`src/rtl/acia_pkg.sv`:
```
// Shared types and constants for the ACIA receive path: format codes, FSM states and
// the layout of one received-character FIFO entry.
package acia_pkg;

    localparam logic [1:0] WL_8 = 2'b00;
    localparam logic [1:0] WL_7 = 2'b01;
    localparam logic [1:0] WL_6 = 2'b10;
    localparam logic [1:0] WL_5 = 2'b11;

    localparam logic [1:0] PMC_ODD  = 2'b00;
    localparam logic [1:0] PMC_EVEN = 2'b01;

    typedef enum logic [2:0] {
        IDLE,
        START,
        DATA,
        PARITY,
        STOP,
        BRKWAIT
    } rx_state_t;

    localparam int unsigned ENT_DATA_LSB = 0;
    localparam int unsigned ENT_DATA_W   = 8;
    localparam int unsigned ENT_PAR      = 8;
    localparam int unsigned ENT_FRAME    = 9;
    localparam int unsigned ENT_BRK      = 10;
    localparam int unsigned ENT_W        = 11;

    typedef struct packed {
        logic       brk;
        logic       frame;
        logic       par;
        logic [7:0] data;
    } rx_entry_t;

    // Number of data bits for a word-length code (00 -> 8 ... 11 -> 5).
    function automatic logic [3:0] wl_bits(input logic [1:0] wl);
        return 4'd8 - {2'b00, wl};
    endfunction

endpackage

```
`src/rtl/acia_fifo.sv`:
```
// Generic synchronous show-ahead FIFO with occupancy count; a push into a full FIFO
// is accepted only when a pop happens in the same cycle.
module acia_fifo #(
    parameter int unsigned WIDTH = 11,
    parameter int unsigned DEPTH = 4,
    localparam int unsigned CW = $clog2(DEPTH + 1)
) (
    input  logic             BCLK,
    input  logic             RESET,
    input  logic             push,
    input  logic             pop,
    input  logic [WIDTH-1:0] wdata,
    output logic [WIDTH-1:0] rdata,
    output logic             empty,
    output logic             full,
    output logic [CW-1:0]    count
);

    localparam int unsigned PW = $clog2(DEPTH);

    logic [WIDTH-1:0] mem [DEPTH];
    logic [PW-1:0]    wr_ptr;
    logic [PW-1:0]    rd_ptr;
    logic             do_push;
    logic             do_pop;

    assign empty   = (count == '0);
    assign full    = (count == CW'(DEPTH));
    assign do_pop  = pop && !empty;
    assign do_push = push && (!full || pop);
    assign rdata   = empty ? '0 : mem[rd_ptr];

    // Storage and pointers; power-of-two depth lets the pointers wrap naturally.
    always_ff @(posedge BCLK or negedge RESET) begin
        if (!RESET) begin
            for (int i = 0; i < int'(DEPTH); i++) begin
                mem[i] <= '0;
            end
            wr_ptr <= '0;
            rd_ptr <= '0;
        end else begin
            if (do_push) begin
                mem[wr_ptr] <= wdata;
                wr_ptr      <= wr_ptr + PW'(1);
            end
            if (do_pop) begin
                rd_ptr <= rd_ptr + PW'(1);
            end
        end
    end

    always_ff @(posedge BCLK or negedge RESET) begin
        if (!RESET) begin
            count <= '0;
        end else begin
            case ({do_push, do_pop})
                2'b10:   count <= count + CW'(1);
                2'b01:   count <= count - CW'(1);
                default: count <= count;
            endcase
        end
    end

endmodule

```
`src/rtl/acia_rx_ovs.sv`:
```
// ACIA receiver: synchronised, oversampled RX line with mid-bit 3-sample vote, framing,
// parity and break detection, feeding a status-tagged character FIFO.
module acia_rx_ovs
    import acia_pkg::*;
#(
    parameter int unsigned OVERSAMPLE  = 16,
    parameter int unsigned FIFO_DEPTH  = 4,
    parameter int unsigned SYNC_STAGES = 2,
    localparam int unsigned CW = $clog2(FIFO_DEPTH + 1)
) (
    input  logic          BCLK,
    input  logic          RESET,
    input  logic          RX,
    input  logic [1:0]    R_WL,
    input  logic          R_PME,
    input  logic [1:0]    R_PMC,
    input  logic          RXPOP,
    output logic [7:0]    RXDATA,
    output logic          RXFRAME,
    output logic          RXPARITY,
    output logic          RXBREAK,
    output logic          RXEMPTY,
    output logic          RXFULL,
    output logic [CW-1:0] RXCOUNT,
    output logic          OVERFLOW,
    output logic          RXACTIVE
);

    localparam int unsigned OS_W = $clog2(OVERSAMPLE);
    localparam int unsigned MID  = OVERSAMPLE / 2;

    logic [SYNC_STAGES-1:0] sync_q;
    logic                   rx_s;
    logic                   rx_d;
    logic [OS_W-1:0]        cnt;
    logic                   smp_a;
    logic                   smp_b;
    logic                   tick_dec;
    logic                   vote;
    rx_state_t              state;
    rx_state_t              state_nxt;
    logic [2:0]             bit_idx;
    logic [7:0]             data_q;
    logic                   par_q;
    logic [1:0]             wl_q;
    logic                   pme_q;
    logic [1:0]             pmc_q;
    logic                   push_c;
    logic                   is_brk_c;
    logic                   par_err_c;
    logic                   last_bit_c;
    rx_entry_t              entry_c;
    rx_entry_t              head;
    logic [ENT_W-1:0]       fifo_rdata;
    logic                   fifo_full;
    logic                   fifo_empty;
    logic [CW-1:0]          fifo_count;

    // Input synchroniser plus one extra flop for falling-edge detection; idle level is 1.
    always_ff @(posedge BCLK or negedge RESET) begin
        if (!RESET) begin
            sync_q <= '1;
            rx_d   <= 1'b1;
        end else begin
            sync_q <= {sync_q[SYNC_STAGES-2:0], RX};
            rx_d   <= sync_q[SYNC_STAGES-1];
        end
    end

    assign rx_s = sync_q[SYNC_STAGES-1];

    // Bit-period counter free-runs through a frame; held at zero while waiting for an edge.
    always_ff @(posedge BCLK or negedge RESET) begin
        if (!RESET) begin
            cnt   <= '0;
            smp_a <= 1'b1;
            smp_b <= 1'b1;
        end else begin
            if (state == IDLE || state == BRKWAIT) begin
                cnt <= '0;
            end else if (cnt == OS_W'(OVERSAMPLE - 1)) begin
                cnt <= '0;
            end else begin
                cnt <= cnt + OS_W'(1);
            end
            if (cnt == OS_W'(MID - 1)) smp_a <= rx_s;
            if (cnt == OS_W'(MID))     smp_b <= rx_s;
        end
    end

    assign tick_dec   = (cnt == OS_W'(MID + 1));
    assign vote       = (smp_a & smp_b) | (smp_a & rx_s) | (smp_b & rx_s);
    assign last_bit_c = ({1'b0, bit_idx} == (wl_bits(wl_q) - 4'd1));

    // Frame status derived from the held data/parity and the stop-bit vote.
    always_comb begin
        par_err_c = 1'b0;
        if (pme_q) begin
            if (pmc_q == PMC_ODD)  par_err_c = ~(^data_q ^ par_q);
            if (pmc_q == PMC_EVEN) par_err_c = ^data_q ^ par_q;
        end
        is_brk_c = (data_q == 8'h00) && (!pme_q || !par_q) && !vote;
        if (is_brk_c) begin
            entry_c = '{brk: 1'b1, frame: 1'b1, par: 1'b0, data: 8'h00};
        end else begin
            entry_c = '{brk: 1'b0, frame: ~vote, par: par_err_c, data: data_q};
        end
    end

    always_ff @(posedge BCLK or negedge RESET) begin
        if (!RESET) begin
            state <= IDLE;
        end else begin
            state <= state_nxt;
        end
    end

    always_comb begin
        state_nxt = state;
        push_c    = 1'b0;
        case (state)
            IDLE: begin
                if (rx_d && !rx_s) state_nxt = START;
            end
            START: begin
                if (tick_dec) state_nxt = vote ? IDLE : DATA;
            end
            DATA: begin
                if (tick_dec && last_bit_c) state_nxt = pme_q ? PARITY : STOP;
            end
            PARITY: begin
                if (tick_dec) state_nxt = STOP;
            end
            STOP: begin
                if (tick_dec) begin
                    push_c    = 1'b1;
                    state_nxt = is_brk_c ? BRKWAIT : IDLE;
                end
            end
            BRKWAIT: begin
                if (rx_s) state_nxt = IDLE;
            end
            default: state_nxt = IDLE;
        endcase
    end

    // Frame format is captured once the start bit is confirmed and held to the stop bit.
    always_ff @(posedge BCLK or negedge RESET) begin
        if (!RESET) begin
            wl_q    <= WL_8;
            pme_q   <= 1'b0;
            pmc_q   <= PMC_ODD;
            data_q  <= '0;
            par_q   <= 1'b0;
            bit_idx <= '0;
        end else if (tick_dec) begin
            if (state == START && !vote) begin
                wl_q    <= R_WL;
                pme_q   <= R_PME;
                pmc_q   <= R_PMC;
                data_q  <= '0;
                par_q   <= 1'b0;
                bit_idx <= '0;
            end else if (state == DATA) begin
                data_q[bit_idx] <= vote;
                bit_idx         <= bit_idx + 3'd1;
            end else if (state == PARITY) begin
                par_q <= vote;
            end
        end
    end

    // Sticky overflow: a dropped frame outranks a same-cycle pop.
    always_ff @(posedge BCLK or negedge RESET) begin
        if (!RESET) begin
            OVERFLOW <= 1'b0;
            RXACTIVE <= 1'b0;
        end else begin
            if (push_c && fifo_full && !RXPOP) begin
                OVERFLOW <= 1'b1;
            end else if (RXPOP) begin
                OVERFLOW <= 1'b0;
            end
            RXACTIVE <= !(state_nxt == IDLE || state_nxt == BRKWAIT);
        end
    end

    acia_fifo #(
        .WIDTH(ENT_W),
        .DEPTH(FIFO_DEPTH)
    ) u_fifo (
        .BCLK  (BCLK),
        .RESET (RESET),
        .push  (push_c),
        .pop   (RXPOP),
        .wdata (entry_c),
        .rdata (fifo_rdata),
        .empty (fifo_empty),
        .full  (fifo_full),
        .count (fifo_count)
    );

    assign head     = rx_entry_t'(fifo_rdata);
    assign RXDATA   = head.data;
    assign RXFRAME  = head.frame;
    assign RXPARITY = head.par;
    assign RXBREAK  = head.brk;
    assign RXEMPTY  = fifo_empty;
    assign RXFULL   = fifo_full;
    assign RXCOUNT  = fifo_count;

endmodule

```
`config.mk`:
```
export PLATFORM = sky130hd
export DESIGN_NAME = acia_rx_ovs
export DESIGN_NICKNAME = d
export VERILOG_FILES = /design/src/rtl/acia_pkg.sv /design/src/rtl/acia_fifo.sv /design/src/rtl/acia_rx_ovs.sv
export SDC_FILE = /design/constraint.sdc
export NUM_CORES = 1
export LEC_CHECK = 0
export ABC_CLOCK_PERIOD_IN_PS = 5900
export CORE_MARGIN = 5
export CORE_UTILIZATION = 50
export DETAILED_ROUTE_END_ITERATION = 12
export DONT_BUFFER_PORTS = 1
export GPL_TIMING_DRIVEN = 0
export SETUP_SLACK_MARGIN = 0.3
export SLEW_MARGIN = 20
export SYNTH_ARGS = -nofsm -noshare
export SYNTH_HDL_FRONTEND = slang
export SYNTH_SLANG_ARGS = --single-unit
```
`constraint.sdc`:
```
create_clock -name BCLK -period 5.9 [get_ports BCLK]
set_input_delay 0 -clock BCLK [delete_from_list [all_inputs] [get_ports BCLK]]
set_output_delay 0 -clock BCLK [all_outputs]
set_load 0.02 [all_outputs]
```
; ---- Word-level counts from Yosys, hierarchy flattened
; Cells that the tools add are included.
[word_totals]
register_bits = 82
wordCells = 134
[op_classes]
addsub = 8
magnitude_cmp = 5
eq_ne = 16
n_mux = 38
bitwise = 10
n_reduce_logical = 36
[op_table]
columns = cell, count
row1 = 11-bit two-way mux, 5
row2 = 44-bit bitwise mux, 1
row3 = 3-bit two-way mux, 10
row4 = 11-bit binary-select mux with 2-bit select, 1
row5 = 11-bit demux with 2-bit select, 1
row6 = 3-bit one-hot mux with 6 select lines, 1
row7 = 8-bit two-way mux, 2
row8 = 3-bit equality test (second input constant), 4
row9 = 4-bit equality test (second input constant), 3
row10 = 1-bit logical AND, 11
row11 = 1-bit two-way mux, 11
row12 = 3-bit logical NOT, 3
row13 = 8-bit bitwise mux, 1
row14 = 1-bit logical NOT, 8
row15 = 8-bit logical NOT, 1
row16 = 4-bit two-way mux, 2
row17 = 2-bit nonzero test, 4
row18 = 8-bit parity, 1
row19 = 3-bit by 1-bit adder with 3-bit output (second input constant), 2
row20 = 3-bit by 2-bit equality test with 1-bit output (second input constant), 2
row21 = 3-bit greater-or-equal comparator (second input constant), 2
row22 = 2-bit inverter with 3-bit output, 2
row23 = 3-bit one-hot mux with 2 select lines, 1
row24 = 2-bit by 1-bit adder with 2-bit output (second input constant), 2
row25 = other kinds (23), 32

; ---- Depth between registers and ports, before layout
[depth]
ltp_word = 11
ltp_mapped = 12

; ---- By module
; Synthesis repeated with hierarchy kept, for this count alone.
[unflattened]
cells_unflattened = 339
hier_area_um2 = 4110.2
[by_module_without_submodules]
columns = module, n_inst, cells_each, area_per_inst_um2, seq_area_each_um2
row1 = acia_fifo, 1, 159, 2409.8, 1276.2
row2 = acia_rx_ovs, 1, 180, 1700.4, 782.0

; ---- Worst setup path after synthesis
; OpenSTA, ideal clock, no wires.
[synth_path]
path_type = register -> register
from = register cnt[1]
to = register u_fifo.count[2]
setup_ps = 132
arrival_ps = 2007
required_time_ps = 5768
path_slack_ps = 3760
stages_incl_launch_ff = 13
path_buffers = 0
period_less_slack_ps = 2140
cell_sequence = dfrtp_1 > inv_1 > ha_1 > nand3b_1 > nor3_2 > o21a_1 > inv_1 > ha_1 > inv_1 > fa_1 > xor2_1 > nor2_1 > xor2_1
[synth_between]
elab_chain_cells = 6
elab_cells_between_ends = 8
classes_between = eq/ne (3) / mux (3) / reduce/logical (2)
[synth_lines]
columns = item, line
row1 = "start, declared", acia_rx_ovs.sv:35  ; logic [OS_W-1:0] cnt;
row2 = "start signal, assigned", acia_rx_ovs.sv:84  ; cnt <= cnt + OS_W'(1);
row3 = 4-bit equality test *, acia_rx_ovs.sv:91  ; assign tick_dec = (cnt == OS_W'(MID + 1));
row4 = 1-bit two-way mux *, acia_rx_ovs.sv:135  ; if (tick_dec) begin
row5 = 1-bit two-way mux *, acia_rx_ovs.sv:121  ; case (state)
row6 = 1-bit logical AND *, acia_fifo.sv:30  ; assign do_push = push && (!full || pop);
row7 = 2-bit by 1-bit equality test with 1-bit output or 2-bit equality test (tied branches), acia_fifo.sv:56  ; case ({do_push, do_pop})
row8 = 3-bit one-hot mux with 2 select lines or 2-bit nonzero test (tied branches), --
row9 = "end signal, assigned", acia_fifo.sv:57  ; 2'b10: count <= count + CW'(1);
row10 = "end signal, assigned", acia_fifo.sv:58  ; 2'b01: count <= count - CW'(1);
row11 = "end signal, assigned", acia_fifo.sv:59  ; default: count <= count;
row12 = "end, declared", acia_fifo.sv:16  ; output logic [CW-1:0] count
; Mark *: on every way between the ends. The rest lies on a longest branch, timed or not.
; A chain may end at the register's enable or synchronous reset.

; ---- Final worst setup path
; Same ends and word-level chain as after synthesis.

==> flow_summary.yaml <==
run_status:
  outcome: "finished clean"
floorplanning:
  die_area_um2: 9975
  num_rows: 32
  initial_utilization_pct: 51.73
  die_w_um: 99.88
  io_pins: 27
  coreArea_um2: 7807
  die_height_um: 99.88
sta:
  setup_viol: 0
  setup-tns-final_ps: 0
  tightest_slew_ps: 758.8
  drv_slew: 0
  rsz0062_at_grt: "no"
  period_needed_ps: 2467
  hold_violations: 0
  fin_worst_skew_ps: 10.47
  fmax_mhz: 405.3
  max_slew_margin_pct: 48.95
  period_share_pct: 41.82
logic_synthesis:
  ys_async_sr_fraction_pct: 100.0
  ys.warnings.count: 0
  syn_inst: 389
  synth_area_um2: 4039
  synth_nets: 412
  avgSynthCellArea_um2: 10.38
  ys_seq_area_share_pct: 50.96
  synth_cell_types: 47
  synth-seq-cells: 82
  synth_top_flop_cell: "dfrtp_1"
  synth_edf_count: 0
setup_path:
  crit_type: "reg -> reg"
  cp_data_required_time_ps: 6130
  cp.arrival_ps: 2690
  cpPeakStageDelay_ps: 430
  cpMaxStageDelayCell: "nor3_2"
  crit_start: "cnt[1]$_DFF_PN0_"
  end_kind: "flip-flop"
  start_kind: "flip-flop"
  crit_top_cell: "inv_1"
  r2r_cells: 12
  cp_cell_sequence: "inv_1, ha_1, nand3b_1, nor3_2, o21a_1, inv_1, ha_1, inv_1, fa_1, xor2_1, nor2_1, xor2_1"
  worstPathMaxFanout: 7
  rrSetupSlack_ps: 3430
  reg2reg_to: "u_fifo.count[2]$_DFFE_PN0P_"
  timing.rr.start: "cnt[1]$_DFF_PN0_"
  critPathCapture: "u_fifo.count[2]$_DFFE_PN0P_"
flow_run:
  cap_violations: 0
layout:
  diodes: 0
  syn_to_final_growth_pct: 11.71
  drive_above_1_share_pct: 13.04
  multiInputGateArea_um2: 1828
  regArea_um2: 2058
  finalNetCount: 432
  nFillCells: 699
power_and_ir_drop:
  power.leakage_uw: 0.002003
  finalPower_uw: 1663
  ir_drop_v: 0.0001683
  powerDensity_nw_per_um2: 368.6
global_routing:
  gr-usage-met2_pct: 29.09
  antenna_found_initial: 0
  grt_max_degree: 83
  grt.busiest_layer: "met2"
  grt.overflow.total: 0
  track_usage_pct: 17.87
  grt_first_pass_wirelength_um: 13980
  use_met3_pct: 2.432
  grt_pass1_vias: 2792
  grtUsageMet1_pct: 24.23
routing:
  ant_nets: 0
  drc: 0
  firstDrtPassIters: 6
  drt_iter0_drc: 83
  vias: 2780
  drt-total-wl_um: 8155
  drt-wirelength-per-cell_um: 15.80
  vias_per_cell: 5.388
place:
  dpl.hpwl_um: 5588
  place_congestion: 0.7585
  portBuffers: 0
clocking:
  cts.sinks: 82
  cts_setup_buffers: 0
  post_cts_resized: 0
  clk_pin_slew_ps: 90
  cts-root-buf: "clkbuf_8"
  htreeDepth: 3
  cts.path.max_buffers: 2
  cts_tree: "yes"
  cts_buffers: 9
  clk_latency_ps: 340
min_path:
  min-delay-start: "RXPOP"
  hp-class: "in -> reg"
[logic make-up (layout without fill, tap and decap cells)]
kind of cell    count (synthesis)  after routing  synth area share, %
compound gates                 83             83                12.05
xor+xnor                       15             15                3.253
fa+ha+maj                      15             15                4.802
buf+inv                        39             64                3.779
flops                          82             82                50.96
mux                            19             19                8.302
simple gates                  136            136                16.85
[cells in the mapped netlist, drive strengths merged, types with 5 or more instances]
| cell | count | area (um2) |
|---|---|---|
| xnor2 | 8 | 70.07 |
| o211ai | 5 | 37.54 |
| o21ai | 54 | 270.3 |
| buf | 6 | 28.77 |
| xor2 | 7 | 61.31 |
| a21oi | 8 | 40.04 |
| nor3 | 6 | 62.56 |
| nor2 | 14 | 52.55 |
| mux4 | 11 | 247.7 |
| mux2 | 6 | 67.56 |
| nand2 | 75 | 281.5 |
| inv | 20 | 75.07 |
| clkbuf | 13 | 48.80 |
| dfrtp | 77 | 1927 |
| nor2b | 16 | 100.1 |
| dfstp | 5 | 131.4 |
| nand2b | 6 | 37.54 |
| ha | 13 | 162.7 |
[area by class of cell]
class | count | area share, %
timing repair buffer | 9 | 2.385
inverter | 20 | 1.664
clock inverter | 3 | 1.525
clock buffer | 13 | 3.744
sequential | 82 | 45.62
tap | 102 | 2.829
buffer | 19 | 1.719
multi-input combinational | 268 | 40.52
[worst min path at each step]
| stage | cells past startpoint | end | slack, ps |
|---|---|---|---|
| after detailed placement | 0 | u_fifo.mem[43]$_DFFE_PN0P_ | -290 |
| after CTS | 2 | u_fifo.mem[41]$_DFFE_PN0P_ | 40 |
| after global routing | 2 | u_fifo.mem[41]$_DFFE_PN0P_ | 50 |
| final | 2 | u_fifo.mem[41]$_DFFE_PN0P_ | 60 |
| after floorplan | 0 | OVERFLOW$_DFFE_PN0P_ | -300 |
| after global placement | 0 | u_fifo.mem[43]$_DFFE_PN0P_ | -290 |
[cell usage in the layout (no fill, tap or decap), types with 2 or more instances in the layout]
master / instances
nor3_2: 2
nor2_1: 14
nor3_1: 2
xnor2_1: 8
o21ai_0: 54
dfrtp_1: 77
mux2i_1: 2
dlygate4sd3_1: 8
buf_2: 5
a211o_1: 2
o211ai_1: 5
nand3b_1: 3
mux2_2: 6
or2_2: 2
inv_1: 20
ha_1: 13
clkbuf_8: 12
dfstp_2: 5
nand2b_1: 6
nor3_4: 2
xor2_1: 7
mux4_2: 11
bufinv_16: 2
nand2_1: 75
a21oi_1: 8
and3_1: 2
nand3_1: 4
a21o_1: 2
o21a_1: 2
nand4_1: 2
clkbuf_1: 14
nor2b_1: 16
a22o_1: 2
[per-layer routing]
metal | wire length, um | part of all wire, %
met1 | 3782 | 46
met2 | 3928 | 48
met3 | 302 | 3.7
met4 | 142 | 1.7
met5 | 0 | 0
[repair_timing]
| item | CTS | global route |
|---|---|---|
| endpoints found under the setup margin | 0 | 0 |
| hold buffers | 9 | 0 |
| endpoints found under the hold margin | 93 | 0 |
[flip-flops by register name, indices dropped and copies added (netlist names)]
signal         count
u_fifo.rd_ptr      2
data_q             8
pmc_q              2
u_fifo.wr_ptr      2
OVERFLOW           1
par_q              1
smp_a              1
pme_q              1
sync_q             2
rx_d               1
bit_idx            3
cnt                4
wl_q               2
u_fifo.mem        44
state              3
RXACTIVE           1
u_fifo.count       3
smp_b              1
[power breakdown]
part	total, uW	switching [uW]	internal [uW]
combinational	466	287	179
sequential	720	82.8	637
clock	477	202	275
[worst max-delay path, delay by kind of cell, from the launching register on]
family                   cells  cell delay [ps]
AO/OA/AOI/OAI                1              270
XOR/XNOR                     2              300
adder cells (fa/ha/maj)      3              530
buffers and inverters        3              230
flip-flops                   1              400
AND/OR/NAND/NOR              3              610
[metrics by stage]
stage / hold WS (ps) / area (um2) / worst slack [ps] / util [%] / instances
2_1_floorplan: -295.6 / 4039 / 3760 / - / 389
3_3_place_gp: -292.4 / 4167 / 3483 / 53.37 / 491
3_5_place_dp: -292.5 / 4167 / 3416 / 53.37 / 491
4_1_cts: 42.51 / 4512 / 3394 / 57.79 / 516
5_1_grt: 47.81 / 4512 / 3197 / 57.79 / 516
6_report: 60.29 / 4512 / 3433 / 57.79 / 516
No activity file was read; power rests on OpenSTA's default activity.
